### src/rtl/uart_sched_pkg.sv
// Shared types and helpers for the uart transmit scheduler: FSM state
// encoding, uart CSR register offsets and the CSR address builder.
package uart_sched_pkg;

    typedef enum logic [1:0] {
        ST_INIT  = 2'd0,
        ST_IDLE  = 2'd1,
        ST_WRITE = 2'd2,
        ST_WAIT  = 2'd3
    } sched_state_e;

    localparam logic [1:0] REG_RXTX = 2'b00;
    localparam logic [1:0] REG_THRU = 2'b10;

    // The top four address bits select the uart; the low two pick its register.
    function automatic logic [13:0] csr_addr(input logic [3:0] sel, input logic [1:0] off);
        return {sel, 8'h00, off};
    endfunction

endpackage

### src/rtl/uart_rr_arb.sv
// One-hot arbiter over NREQ requesters. Round-robin by default; defining
// UART_TX_SCHED_PRIO_EN selects fixed priority (lowest index wins).
module uart_rr_arb
    import uart_sched_pkg::*;
#(
    parameter int N = 2
) (
    input  logic         clk_i,
    input  logic         rst_i,
    input  logic [N-1:0] req_i,
    input  logic         adv_i,
    output logic [N-1:0] gnt_o
);

`ifdef UART_TX_SCHED_PRIO_EN

    logic found;
    logic unused_ok;

    assign unused_ok = ^{clk_i, rst_i, adv_i};

    always_comb begin
        gnt_o = '0;
        found = 1'b0;
        for (int i = 0; i < N; i++) begin
            if (req_i[i] && !found) begin
                gnt_o[i] = 1'b1;
                found    = 1'b1;
            end
        end
    end

`else

    localparam int IW = (N > 1) ? $clog2(N) : 1;

    logic [IW-1:0] ptr_q, ptr_d;
    logic [IW-1:0] win_idx;
    logic [IW:0]   sum;
    logic          found;

    // ptr_q holds the last granted index; the search starts one past it.
    always_comb begin
        gnt_o   = '0;
        win_idx = '0;
        sum     = '0;
        found   = 1'b0;
        for (int off = 1; off <= N; off++) begin
            sum = {1'b0, ptr_q} + (IW+1)'(off);
            if (sum >= (IW+1)'(N)) begin
                sum = sum - (IW+1)'(N);
            end
            if (!found && req_i[sum[IW-1:0]]) begin
                gnt_o[sum[IW-1:0]] = 1'b1;
                win_idx            = sum[IW-1:0];
                found              = 1'b1;
            end
        end
    end

    always_comb begin
        ptr_d = ptr_q;
        if (adv_i) begin
            ptr_d = win_idx;
        end
    end

    always_ff @(posedge clk_i) begin
        if (rst_i) begin
            ptr_q <= IW'(N - 1);
        end else begin
            ptr_q <= ptr_d;
        end
    end

`endif

endmodule

### src/rtl/uart_tx_sched.sv
// Arbitrates byte requesters onto one uart: programs thru-mode off once, then
// writes each granted byte and waits for tx_irq (bounded by TIMEOUT).
// Build option: UART_TX_SCHED_PRIO_EN selects fixed-priority arbitration.
module uart_tx_sched
    import uart_sched_pkg::*;
#(
    parameter int         NREQ    = 2,
    parameter logic [3:0] CSR_SEL = 4'h0,
    parameter int         TIMEOUT = 4096
) (
    input  logic                                          sys_clk,
    input  logic                                          sys_rst,
    input  logic [NREQ-1:0]                               req_valid,
    input  logic [NREQ*8-1:0]                             req_data,
    output logic [NREQ-1:0]                               req_ready,
    output logic [13:0]                                   csr_a,
    output logic                                          csr_we,
    output logic [31:0]                                   csr_di,
    input  logic                                          tx_irq,
    output logic                                          busy,
    output logic [((NREQ > 1) ? $clog2(NREQ) : 1)-1:0]    grant_id,
    input  logic                                          err_clr,
    output logic                                          timeout_err,
    output logic [1:0]                                    dbg_state
);

    localparam int GW = (NREQ > 1) ? $clog2(NREQ) : 1;
    localparam int CW = (TIMEOUT > 1) ? $clog2(TIMEOUT) : 1;

    sched_state_e  state_q, state_d;
    logic [7:0]    byte_q, byte_d;
    logic [GW-1:0] gid_q, gid_d;
    logic [CW-1:0] cnt_q, cnt_d;
    logic          err_q, err_d;
    logic          err_set;
    logic [13:0]   csr_a_q;
    logic [31:0]   csr_di_q;

    logic [NREQ-1:0] arb_gnt;
    logic [GW-1:0]   win_idx;
    logic [7:0]      win_byte;
    logic            accept;

    uart_rr_arb #(.N(NREQ)) u_arb (
        .clk_i (sys_clk),
        .rst_i (sys_rst),
        .req_i (req_valid),
        .adv_i (accept),
        .gnt_o (arb_gnt)
    );

    // Handshake: req_ready is the one-hot grant, offered only in IDLE; a byte
    // moves on a cycle where req_valid[i] & req_ready[i], and valid may drop after.
    assign req_ready = (state_q == ST_IDLE) ? arb_gnt : '0;
    assign accept    = |(req_valid & req_ready);

    always_comb begin
        win_idx  = '0;
        win_byte = '0;
        for (int i = 0; i < NREQ; i++) begin
            if (req_ready[i]) begin
                win_idx  = GW'(i);
                win_byte = req_data[8*i +: 8];
            end
        end
    end

    always_comb begin
        state_d = state_q;
        byte_d  = byte_q;
        gid_d   = gid_q;
        cnt_d   = cnt_q;
        err_set = 1'b0;
        case (state_q)
            ST_INIT: begin
                state_d = ST_IDLE;
            end
            ST_IDLE: begin
                if (accept) begin
                    byte_d  = win_byte;
                    gid_d   = win_idx;
                    state_d = ST_WRITE;
                end
            end
            ST_WRITE: begin
                cnt_d   = '0;
                state_d = ST_WAIT;
            end
            default: begin
                // tx_irq beats the timeout when both land on the last count.
                if (tx_irq) begin
                    state_d = ST_IDLE;
                end else if (cnt_q == CW'(TIMEOUT - 1)) begin
                    err_set = 1'b1;
                    state_d = ST_IDLE;
                end else begin
                    cnt_d = cnt_q + 1'b1;
                end
            end
        endcase
    end

    always_comb begin
        if (err_set) begin
            err_d = 1'b1;
        end else if (err_clr) begin
            err_d = 1'b0;
        end else begin
            err_d = err_q;
        end
    end

    // CSR bus is live only in INIT/WRITE; otherwise it replays the last write.
    always_comb begin
        csr_we = 1'b0;
        csr_a  = csr_a_q;
        csr_di = csr_di_q;
        if (!sys_rst) begin
            if (state_q == ST_INIT) begin
                csr_we = 1'b1;
                csr_a  = csr_addr(CSR_SEL, REG_THRU);
                csr_di = 32'h0;
            end else if (state_q == ST_WRITE) begin
                csr_we = 1'b1;
                csr_a  = csr_addr(CSR_SEL, REG_RXTX);
                csr_di = {24'h0, byte_q};
            end
        end
    end

    always_ff @(posedge sys_clk) begin
        if (sys_rst) begin
            state_q  <= ST_INIT;
            byte_q   <= '0;
            gid_q    <= '0;
            cnt_q    <= '0;
            err_q    <= 1'b0;
            csr_a_q  <= '0;
            csr_di_q <= '0;
        end else begin
            state_q  <= state_d;
            byte_q   <= byte_d;
            gid_q    <= gid_d;
            cnt_q    <= cnt_d;
            err_q    <= err_d;
            csr_a_q  <= csr_a;
            csr_di_q <= csr_di;
        end
    end

    assign busy        = (state_q != ST_IDLE);
    assign grant_id    = gid_q;
    assign timeout_err = err_q;
    assign dbg_state   = state_q;

endmodule

### config.mk
export PLATFORM = sky130hd
export DESIGN_NAME = uart_tx_sched
export DESIGN_NICKNAME = d
export VERILOG_FILES = /design/src/rtl/uart_sched_pkg.sv /design/src/rtl/uart_rr_arb.sv /design/src/rtl/uart_tx_sched.sv
export SDC_FILE = /design/constraint.sdc
export NUM_CORES = 1
export LEC_CHECK = 0
export ABC_CLOCK_PERIOD_IN_PS = 2600
export CORE_ASPECT_RATIO = 0.6
export CORE_MARGIN = 2
export CORE_UTILIZATION = 34
export DETAILED_ROUTE_END_ITERATION = 10
export PLACE_DENSITY = 0.66
export SLEW_MARGIN = 5
export SYNTH_ARGS = -nofsm -noshare
export SYNTH_HDL_FRONTEND = slang
export SYNTH_SLANG_ARGS = --single-unit
### constraint.sdc
create_clock -name sys_clk -period 2.6 [get_ports sys_clk]
set_input_delay 0.52 -clock sys_clk [delete_from_list [all_inputs] [get_ports sys_clk]]
set_output_delay 0.52 -clock sys_clk [all_outputs]
set_load 0.03 [all_outputs]
## Yosys cells after proc, flatten, opt, wreduce, memory -nomap -nowiden

Cells that the tools add are included.
W data, S select, Z words.

| word-level totals | value |
|---|---|
| logic and storage cells | 82 |
| latch bits | 0 |
| memory bits (writable) | 0 |
| memory bits (read-only) | 0 |
| register bits after elaboration | 71 |
| output and inout bits | 54 |
| bits of input ports | 22 |
| memories | 0 |

| operators by class | value |
|---|---|
| add/sub/neg operators | 5 |
| muxes and demuxes | 40 |
| equality and inequality tests | 7 |
| magnitude comparators | 6 |
| shifts and indexed selects | 0 |
| bitwise gates (word level) | 3 |
| div/mod/pow operators | 0 |
| reductions and logical operators | 13 |
| $mul | 0 |

Operators with widths:

| operator | count |
|---|---|
| $mux W32 | 3 |
| $mux W14 | 3 |
| $mux W12 | 2 |
| $pmux W12 S2 | 1 |
| $mux W1 | 20 |
| $mux W8 | 2 |
| $add A12 B1 Y12 const B | 1 |
| $eq A12 B12 Y1 const B | 1 |
| $mux W2 | 6 |
| $ne A2 B1 Y1 const B | 3 |
| $pmux W2 S3 | 1 |
| $reduce_bool A5 Y1 | 1 |
| $ge A2 B2 Y1 const B | 2 |
| $lt A1 B2 Y1 const B | 2 |
| $reduce_and A2 Y1 | 2 |
| $reduce_or A2 Y1 | 2 |
| $logic_and A1 B1 Y1 | 3 |
| $reduce_and A3 Y1 | 1 |
| $reduce_or A3 Y1 | 1 |
| $add A1 B1 Y2 const B | 1 |
| $add A1 B2 Y2 const B | 1 |
| $and A2 B2 Y2 | 1 |
| $demux W1 S1 | 2 |
| $eq A2 B1 Y1 const B | 1 |
| 9 further kinds | 11 |

## Logic depth before layout (Yosys ltp)

Gate-level depths: netlist of the first run.

| logic depth | value |
|---|---|
| depth in word-level cells | 15 |
| mapped depth | 8 |
| gate-level depth less buffers | 6 |

## Cells and area by module

From an unflattened synthesis of the first run, not the netlist that was laid out.

| unflattened totals | value |
|---|---|
| cell total of the unflattened synthesis | 317 |
| area, all modules | 3,001.6 sq um |

Modules (own cells, without submodules):

| module | seq. area each (sq um) | area each (sq um) | cells each | times used |
|---|---|---|---|---|
| uart_tx_sched | 1,401.3 | 2,947.8 | 311 | 1 |
| uart_rr_arb | 20.0 | 53.8 | 6 | 1 |

## Least setup slack after synthesis of the first run

No wires, ideal clock.

| path | value |
|---|---|
| path kind | reg2out |
| start point | register state_q[0], in the netlist dbg_state[0] |
| end point | output csr_a[0] |
| path slack | 163 ps |
| data required time | 2,080 ps |
| path buffers | 2 |
| arrival | 1,917 ps |
| stages on the path, launching flop included | 7 |
| cells stage by stage | dfxtp_1 > inv_1 > ha_1 > o21bai_1 > clkbuf_1 > clkbuf_1 > and2_1 |

| between the ends | value |
|---|---|
| word-level cells in the longest chain between the ends | 4 |
| elaborated cells between the ends (all ways) | 5 |
| those cells by class | 1 x eq/ne; 3 x mux; 1 x reduce/logical |

RTL lines:

| item | RTL line | RTL |
|---|---|---|
| start, declared | uart_tx_sched.sv:30 | `sched_state_e state_q, state_d;` |
| start signal, assigned | uart_tx_sched.sv:141 | `state_q <= state_d;` |
| $eq A2 B2 Y1 | uart_tx_sched.sv:123 | `end else if (state_q == ST_WRITE) begin` |
| $mux W14 | uart_tx_sched.sv:123 |  |
| $mux W14 * | uart_tx_sched.sv:119 | `if (state_q == ST_INIT) begin` |
| $mux W14 * | uart_tx_sched.sv:118 | `if (!sys_rst) begin` |
| end, declared | uart_tx_sched.sv:16 | `output logic [13:0] csr_a,` |

Mark *: on every way between the ends. The rest lies on a longest branch, timed or not.

## Worst setup path in the final report of the first run

| path | value |
|---|---|
| start point | register state_q[0], in the netlist dbg_state[0] |
| end point | output csr_di[7] |

| between the ends | value |
|---|---|
| word-level cells in the longest chain between the ends | 4 |
| elaborated cells between the ends (all ways) | 5 |
| those cells by class | 1 x eq/ne; 3 x mux; 1 x reduce/logical |

RTL lines:

| item | RTL line | RTL |
|---|---|---|
| $eq A2 B2 Y1 | uart_tx_sched.sv:123 |  |
| $mux W32 | uart_tx_sched.sv:123 |  |
| $mux W32 * | uart_tx_sched.sv:119 |  |
| $mux W32 * | uart_tx_sched.sv:118 |  |
| end, declared | uart_tx_sched.sv:18 | `output logic [31:0] csr_di,` |

Marked as above.

==> results of run 1 <==
## through the flow
stage / hold slack [ps] / instance area, µm² / util (%)
CTS: 451 / 4100 / 48.6
global route: 464 / 4110 / 48.7
finish: 448 / 4110 / 48.7
global placement: 433 / 3740 / 44.4
detailed placement: 436 / 3740 / 44.4
floorplan: 421 / 2920 / -
## worst max-delay path by stage
stage / end / cells after the start
floorplan: csr_a[0] / 6
global placement: csr_di[5] / 5
detailed placement: csr_di[3] / 5
CTS: csr_di[3] / 7
global route: csr_di[0] / 7
finish: csr_di[7] / 7
## power breakdown
part,switching [mW],internal [mW]
clock network,0.454,0.989
registers,0.0363,1.15
logic,0.465,0.313
## state kept, by name (all words and copies together) (netlist names)
signal and cells:
dbg_state 2, cnt_q 12, grant_id 1, csr_a_q 14, byte_q 8, u_arb.ptr_q 1, csr_di_q 32, timeout_err 1
## placed cells by master (no fill, tap or decap), drive strengths merged, types with 2 or more instances in the layout
| master | netlist | layout |
|---|---|---|
| mux2i | 10 | 10 |
| nand3b | 2 | 2 |
| or2 | 2 | 2 |
| clkdlybuf4s50 | 0 | 25 |
| nor4 | 3 | 3 |
| a222oi | 8 | 8 |
| and2 | 74 | 74 |
| clkbuf | 13 | 11 |
| nand3 | 7 | 7 |
| o21ai | 7 | 7 |
| inv | 9 | 9 |
| a31oi | 3 | 3 |
| o31ai | 6 | 6 |
| clkinv | 0 | 2 |
| a21oi | 13 | 13 |
| and3 | 3 | 3 |
| nand4 | 2 | 2 |
| or3b | 2 | 2 |
| a21o | 8 | 8 |
| buf | 5 | 62 |
| bufinv | 0 | 3 |
| ha | 6 | 6 |
| nand2b | 3 | 3 |
| nand2 | 6 | 6 |
| dfxtp | 71 | 71 |
| nor2 | 27 | 27 |
| or4b | 2 | 2 |
| or4 | 7 | 7 |
## metal layers
metal | routed length, µm | part of all wire, % | GRT usage, % | vias to the layer above
met2 | 2610 | 38 | 20.3 | 75
met3 | 689 | 10 | 8.01 | 10
met4 | 68 | 0.98 | 4.42 | 0
met1 | 3540 | 51 | 21.6 | 1057
li1 | - | - | - | 1227
met5 | 0 | 0 | 0 | -
## cells by family (layout without fill, tap and decap cells)
logic type               Yosys count  after routing
flip-flops                        71             71
adder cells (fa/ha/maj)            6              6
multiplexers                      11             11
buffers and inverters             27            113
AO/OA/AOI/OAI                     50             50
AND/OR/NAND/NOR                  144            144
## layout make-up
| class | count | share of cell area [%] |
|---|---|---|
| Clock buffer | 11 | 6.15 |
| Clock inverter | 5 | 2.53 |
| Inverter | 9 | 0.823 |
| Multi-Input combinational cell | 211 | 34.1 |
| Sequential cell | 71 | 34.6 |
| Tap cell | 112 | 3.41 |
| Timing Repair Buffer | 88 | 18.3 |
## timing repair
action / 4_1_cts / 5_1_grt
pin swaps: 0 / 0
endpoints found under the setup margin: 1 / 9
buffers inserted: 0 / 0
gates resized for setup: 1 / 3
==> out/metrics.csv, run 1 <==
stage;metric;value;unit
drt;viasPerCell;4.67;
cts;cts-root-buf;clkbuf_16;
cts;clock_sinks;71;
placement;gp_congestion;0.771;
setup_path;path_max_fanout;10;
setup_path;crit_top_cell;buf_4;
placement;io_buffer_count;75;
synth;netlist_area;2920;µm²
timing;fin_setup_tns;0;ps
timing;worst_slew_margin_rel;51.2;%
setup_path;r2r-end;cnt_q[10];
drt;drtAntennaViolNets;0;
pwr;ir_drop;0.383;mV
synth;yosys.area.top_type;dfxtp_1;
global_route;grt_max_degree;39;
die;initial_core_util;34.7;%
outcome;status;completed;
drt;drcViolationCount;0;
timing;fin_crit;2410;ps
cts;insertion_delay;330;ps
die;die_x;124;µm
flow_run;maxCapViolations;0;
synth;ys.flop_type;dfxtp_1;
synth;syn_inst;309;
synth;async_flop_share;0;%
synth;synth_top_family_by_area;simple AND/OR/NAND/NOR gates;
drt;first_iter_violations;110;
hold_path;hold_path.class;flip-flop to flip-flop;
drt;dr.pass1.iters;6;
setup_path;critPathBufInv;3;
synth;synth_fp_nets;337;
global_route;grt_antenna_before_repair;0;
setup_path;critical-path-top-delay-family;buffers and inverters;
final_layout;ff_latch_area;1420;µm²
timing;finalCritPeriodShare;92.7;%
setup_path;start_kind;flip-flop;
placement;dpl.hpwl;4730;µm
final_layout;nFillCells;767;
synth;yosys.area_share.simple;29.2;%
setup_path;worstReg2RegStart;dbg_state[1];
setup_path;rr_worst_depth;7;
drt;postRouteWirelength;6910;µm
die;core-area;8430;µm²
setup_path;crit_chain;inv_1 > ha_2 > buf_4 > mux2i_1 > nor2_1 > a21o_1 > buf_4;
setup_path;arrival;1890;ps
synth;syn-mean-instance-area;9.45;µm²
synth;yosys-top-cells-area;dfxtp_1, and2_1, nor2_1, mux2i_1, a222oi_1;
global_route;grt_pass1_wl;10900;µm
global_route;grt_pass1_vias;2204;
synth;synthXorXnorAreaFrac;0;%
placement;placed_cells_incl_taps;491;
setup_path;critPathKind;flip-flop to output pin;
timing;clock_skew;4.46;ps
final_layout;antenna_cells;0;
drt;routedWlPerCell;13.6;µm
synth;synth_edf_count;0;
synth;synth-compound-area-share;12.0;%
cts;cts_made_buffers;9;
pwr;powerDensity;829;nW/µm²
timing;tightest_slew;727;ps
die;rows;26;
pwr;p_leak;1.77;nW
setup_path;r2r_setup_slack;460;ps
setup_path;crit_slowest_cell;ha_2;
final_layout;layout-drive-gt1-share;22.5;%
setup_path;cp.required;2080;ps
synth;synth.distinct_cells;40;
synth;ys_ff_latch;71;
setup_path;cp-end-kind;output pin;
cts;cts_tree;yes;
synth;yosysMostFrequentCell;and2_1;
synth;yosysTopAreaCellShare;48.7;%
synth;muxShareOfSynthArea;3.81;%
die;pin_count;76;
hold_path;holdPathStages;1;
drt;vias;2369;
die;die_area;9370;µm²
pwr;total_power;3.40;mW
final_layout;stdcell_count;507;
synth;seq_area_frac_synth;48.7;%
cts;h-tree-depth;3;
die;die_y;75.8;µm
setup_path;cpPeakStageDelay;370;ps
timing;final.setup.worst_slack;189;ps
cts;path_clk_slew;60;ps
final_layout;multi_input_area;1400;µm²
hold_path;min_to;csr_di_q[14];
setup_path;crit_start;dbg_state[0];
synth;synth-warning-count;0;
timing;hold_viol_final;0;
timing;setup_viol;0;
hold_path;hp-start;csr_di_q[14];
synth;synth_commonest_cells;and2_1, dfxtp_1, nor2_1;
placement;pre_cts_ws;150;ps
synth;synth_fa_ha_area_share;2.57;%
timing;report.final.slew_viol_count;0;
final_layout;nNetsFinal;418;
timing;fmax;0.415;GHz
global_route;grt.total_usage;15.4;%
cts;clk_path_buf_depth;2;
cts;postCtsHoldBufs;0;
global_route;overflow;0;
final_layout;syn2layout_area_growth;40.6;%
timing;rsz0062_at_grt;false;
Power figures use the tool's default switching activity.
==> run 2, diff against run 1 <==
--- a/config.mk
+++ b/config.mk
@@ -10,6 +10,7 @@
 export CORE_MARGIN = 2
 export CORE_UTILIZATION = 34
 export DETAILED_ROUTE_END_ITERATION = 10
+export HOLD_SLACK_MARGIN = 0.15
 export PLACE_DENSITY = 0.66
 export SLEW_MARGIN = 5
 export SYNTH_ARGS = -nofsm -noshare
==> results of run 2 <==
No change in the layout: final DEF, timing and power equal those of run 1.
==> run 3, diff against run 2 <==
--- a/config.mk
+++ b/config.mk
@@ -6,12 +6,15 @@
 export NUM_CORES = 1
 export LEC_CHECK = 0
 export ABC_CLOCK_PERIOD_IN_PS = 2600
+export CELL_PAD_IN_SITES_DETAIL_PLACEMENT = 0
+export CELL_PAD_IN_SITES_GLOBAL_PLACEMENT = 2
 export CORE_ASPECT_RATIO = 0.6
 export CORE_MARGIN = 2
-export CORE_UTILIZATION = 34
+export CORE_UTILIZATION = 29
 export DETAILED_ROUTE_END_ITERATION = 10
+export GPL_TIMING_DRIVEN = 0
 export HOLD_SLACK_MARGIN = 0.15
-export PLACE_DENSITY = 0.66
+export PLACE_DENSITY = 0.86
 export SLEW_MARGIN = 5
 export SYNTH_ARGS = -nofsm -noshare
 export SYNTH_HDL_FRONTEND = slang
==> out/metrics.csv, run 3 (synthesized netlist as in run 1, its figures left out) <==
stage;metric;value;unit;change
global_route;overflow;0;;unchanged
cts;path_clk_slew;50;ps;about the same
placement;dpl.hpwl;5130;µm;+8.5%
setup_path;arrival;1980;ps;+90 ps
die;pin_count;76;;unchanged
drt;dr.pass1.iters;4;;-2
final_layout;reg_top3;csr_di_q: 32 flops, csr_a_q: 14 flops, cnt_q: 12 flops;;
pwr;powerDensity;775;nW/µm²;-6.5%
placement;gp_congestion;0.753;;-2.4%
final_layout;top_register;csr_di_q;;
setup_path;rr_worst_depth;7;;unchanged
final_layout;syn2layout_area_growth;42.3;%;
final_layout;antenna_cells;0;;unchanged
drt;drcViolationCount;0;;unchanged
final_layout;final_cell_mix;and2_1, dfxtp_1, nor2_1, clkdlybuf4s50_1, clkdlybuf4s15_2;;
die;initial_core_util;29.8;%;-4.9 points
timing;report.final.slew_viol_count;0;;unchanged
drt;first_iter_violations;97;;-12%
outcome;status;completed;;
setup_path;cp.required;2080;ps;about the same
global_route;grt_antenna_before_repair;0;;unchanged
die;die_x;134;µm;+8.0%
timing;finalCritPeriodShare;96.1;%;+3.4 points
global_route;grt_max_degree;12;;-69%
setup_path;path_max_fanout;9;;-1
die;die_y;81.7;µm;+7.8%
pwr;combinationalPowerShare;23.3;%;+0.4 points
setup_path;critPathKind;flip-flop to output pin;;
final_layout;stdcell_count;535;;+5.5%
drt;vias;2382;;+0.55%
final_layout;ff_latch_area;1430;µm²;+0.53%
final_layout;nFillCells;992;;+29%
cts;clock_sinks;71;;unchanged
final_layout;layout-drive-gt1-share;21.8;%;-0.78 points
global_route;grt_pass1_wl;11600;µm;+6.4%
cts;insertion_delay;330;ps;about the same
setup_path;cp-end-kind;output pin;;
hold_path;holdPathStages;1;;unchanged
pwr;pwr-share-seq;37.6;%;+2.9 points
setup_path;start_kind;flip-flop;;
timing;clock_skew;3.86;ps;-0.607 ps
drt;routedWlPerCell;13.6;µm;about the same
cts;cts_tree;yes;;
final_layout;multi_input_area;1430;µm²;+2.3%
cts;h-tree-depth;3;;unchanged
timing;setup_viol;0;;unchanged
final_layout;nNetsFinal;423;;+1.2%
global_route;grt.total_usage;13.9;%;-1.5 points
cts;cts-root-buf;clkbuf_16;;
timing;whs;445;ps;-3.09 ps
placement;io_buffer_count;75;;unchanged
drt;drtAntennaViolNets;0;;unchanged
die;core-area;9810;µm²;+16%
pwr;switching_share;29.9;%;+1.8 points
flow_run;maxCapViolations;0;;unchanged
die;die_area;10900;µm²;+16%
cts;postCtsHoldBufs;0;;unchanged
pwr;power.switching;0.963;mW;+0.72%
timing;worst_slew_margin_rel;50.0;%;-1.2 points
timing;hold_viol_final;0;;unchanged
drt;postRouteWirelength;7300;µm;+5.5%
pwr;p_leak;1.69;nW;-4.2%
final_layout;final_common_cell;and2_1;;
timing;fin_crit;2500;ps;+88.3 ps
cts;clk_path_buf_depth;2;;unchanged
timing;fmax;0.400;GHz;-3.5%
cts;cts_made_buffers;9;;unchanged
global_route;grt_pass1_vias;2251;;+2.1%
pwr;ir_drop;0.334;mV;-13%
hold_path;hold_path.class;flip-flop to flip-flop;;
pwr;pwr-share-clk;39.1;%;-3.3 points
placement;placed_cells_incl_taps;519;;+5.7%
die;rows;28;;+7.7%
pwr;p_int;2.26;mW;-7.7%
drt;viasPerCell;4.45;;-4.7%
timing;tightest_slew;746;ps;+18.6 ps
timing;fin_setup_tns;0;ps;unchanged
final_layout;largest_register_ffs;32;;unchanged
==> run 3: changes by cell type in the layout (fill, tap and decap cells not counted), moves of 4 or more <==
cell and change:
buf_2 +20, buf_4 -57, clkbuf_1 +7, clkbuf_4 +6, clkdlybuf4s15_2 +24, dlygate4sd2_1 +4
==> run 3: cell type report <==
type / instances / share of cell area [%]
tap: 135 / 4.06
sequential: 71 / 34.4
timing repair buffer: 76 / 16.4
buffer: 17 / 2.35
multi-input combinational: 211 / 34.5
clock buffer: 13 / 6.50
inverter: 9 / 0.813
clock inverter: 3 / 0.963
==> run 3: metrics by stage <==
step,util [%],area (µm²),power (mW),setup slack [ps]
floorplan,-,2920,1.68,163
finish,42.4,4160,3.22,100
CTS,42.2,4140,3.25,-52.0
global placement,39.1,3840,1.93,-752
global route,42.4,4160,3.39,-2.65
detailed placement,39.1,3840,1.94,-796
==> run 3: critical path, stage by stage (launching register included) <==
cell and delay (ps):
dfxtp_4 380, inv_1 110, ha_2 250, or2_4 320, nor2_1 150, a21o_1 130
clkdlybuf4s15_2 300
==> run 3: worst paths after layout <==
path	startpoint	endpoint	slack, ps
hold reg to reg	csr_di_q[19]	csr_di_q[19]	440
setup reg to reg	dbg_state[0]	cnt_q[11]	290
hold / removal	csr_di_q[19]	csr_di_q[19]	440
setup / recovery	dbg_state[0]	csr_di[6]	100
==> run 3: per-layer routing <==
layer | GRT usage [%] | wire length (µm) | up-vias
met2 | 17.8 | 2660 | 70
met5 | 0 | 0 | -
met3 | 7.41 | 712 | 8
li1 | - | - | 1236
met1 | 19.5 | 3860 | 1068
met4 | 4.15 | 67 | 0
==> run 3: power groups by stage <==
stage	clock, mW	sequential (mW)	combinational, mW
floorplan	0	1.23	0.444
global placement	0	1.22	0.709
detailed placement	0	1.22	0.721
CTS	1.30	1.21	0.748
global route	1.34	1.22	0.833
finish	1.26	1.21	0.751
==> run 3: what timing repair did <==
item	in CTS	in global routing
buffers inserted	1	0
gates cloned	0	0
setup endpoints to repair	49	47
resized for setup	199	13
hold endpoints to repair	0	0
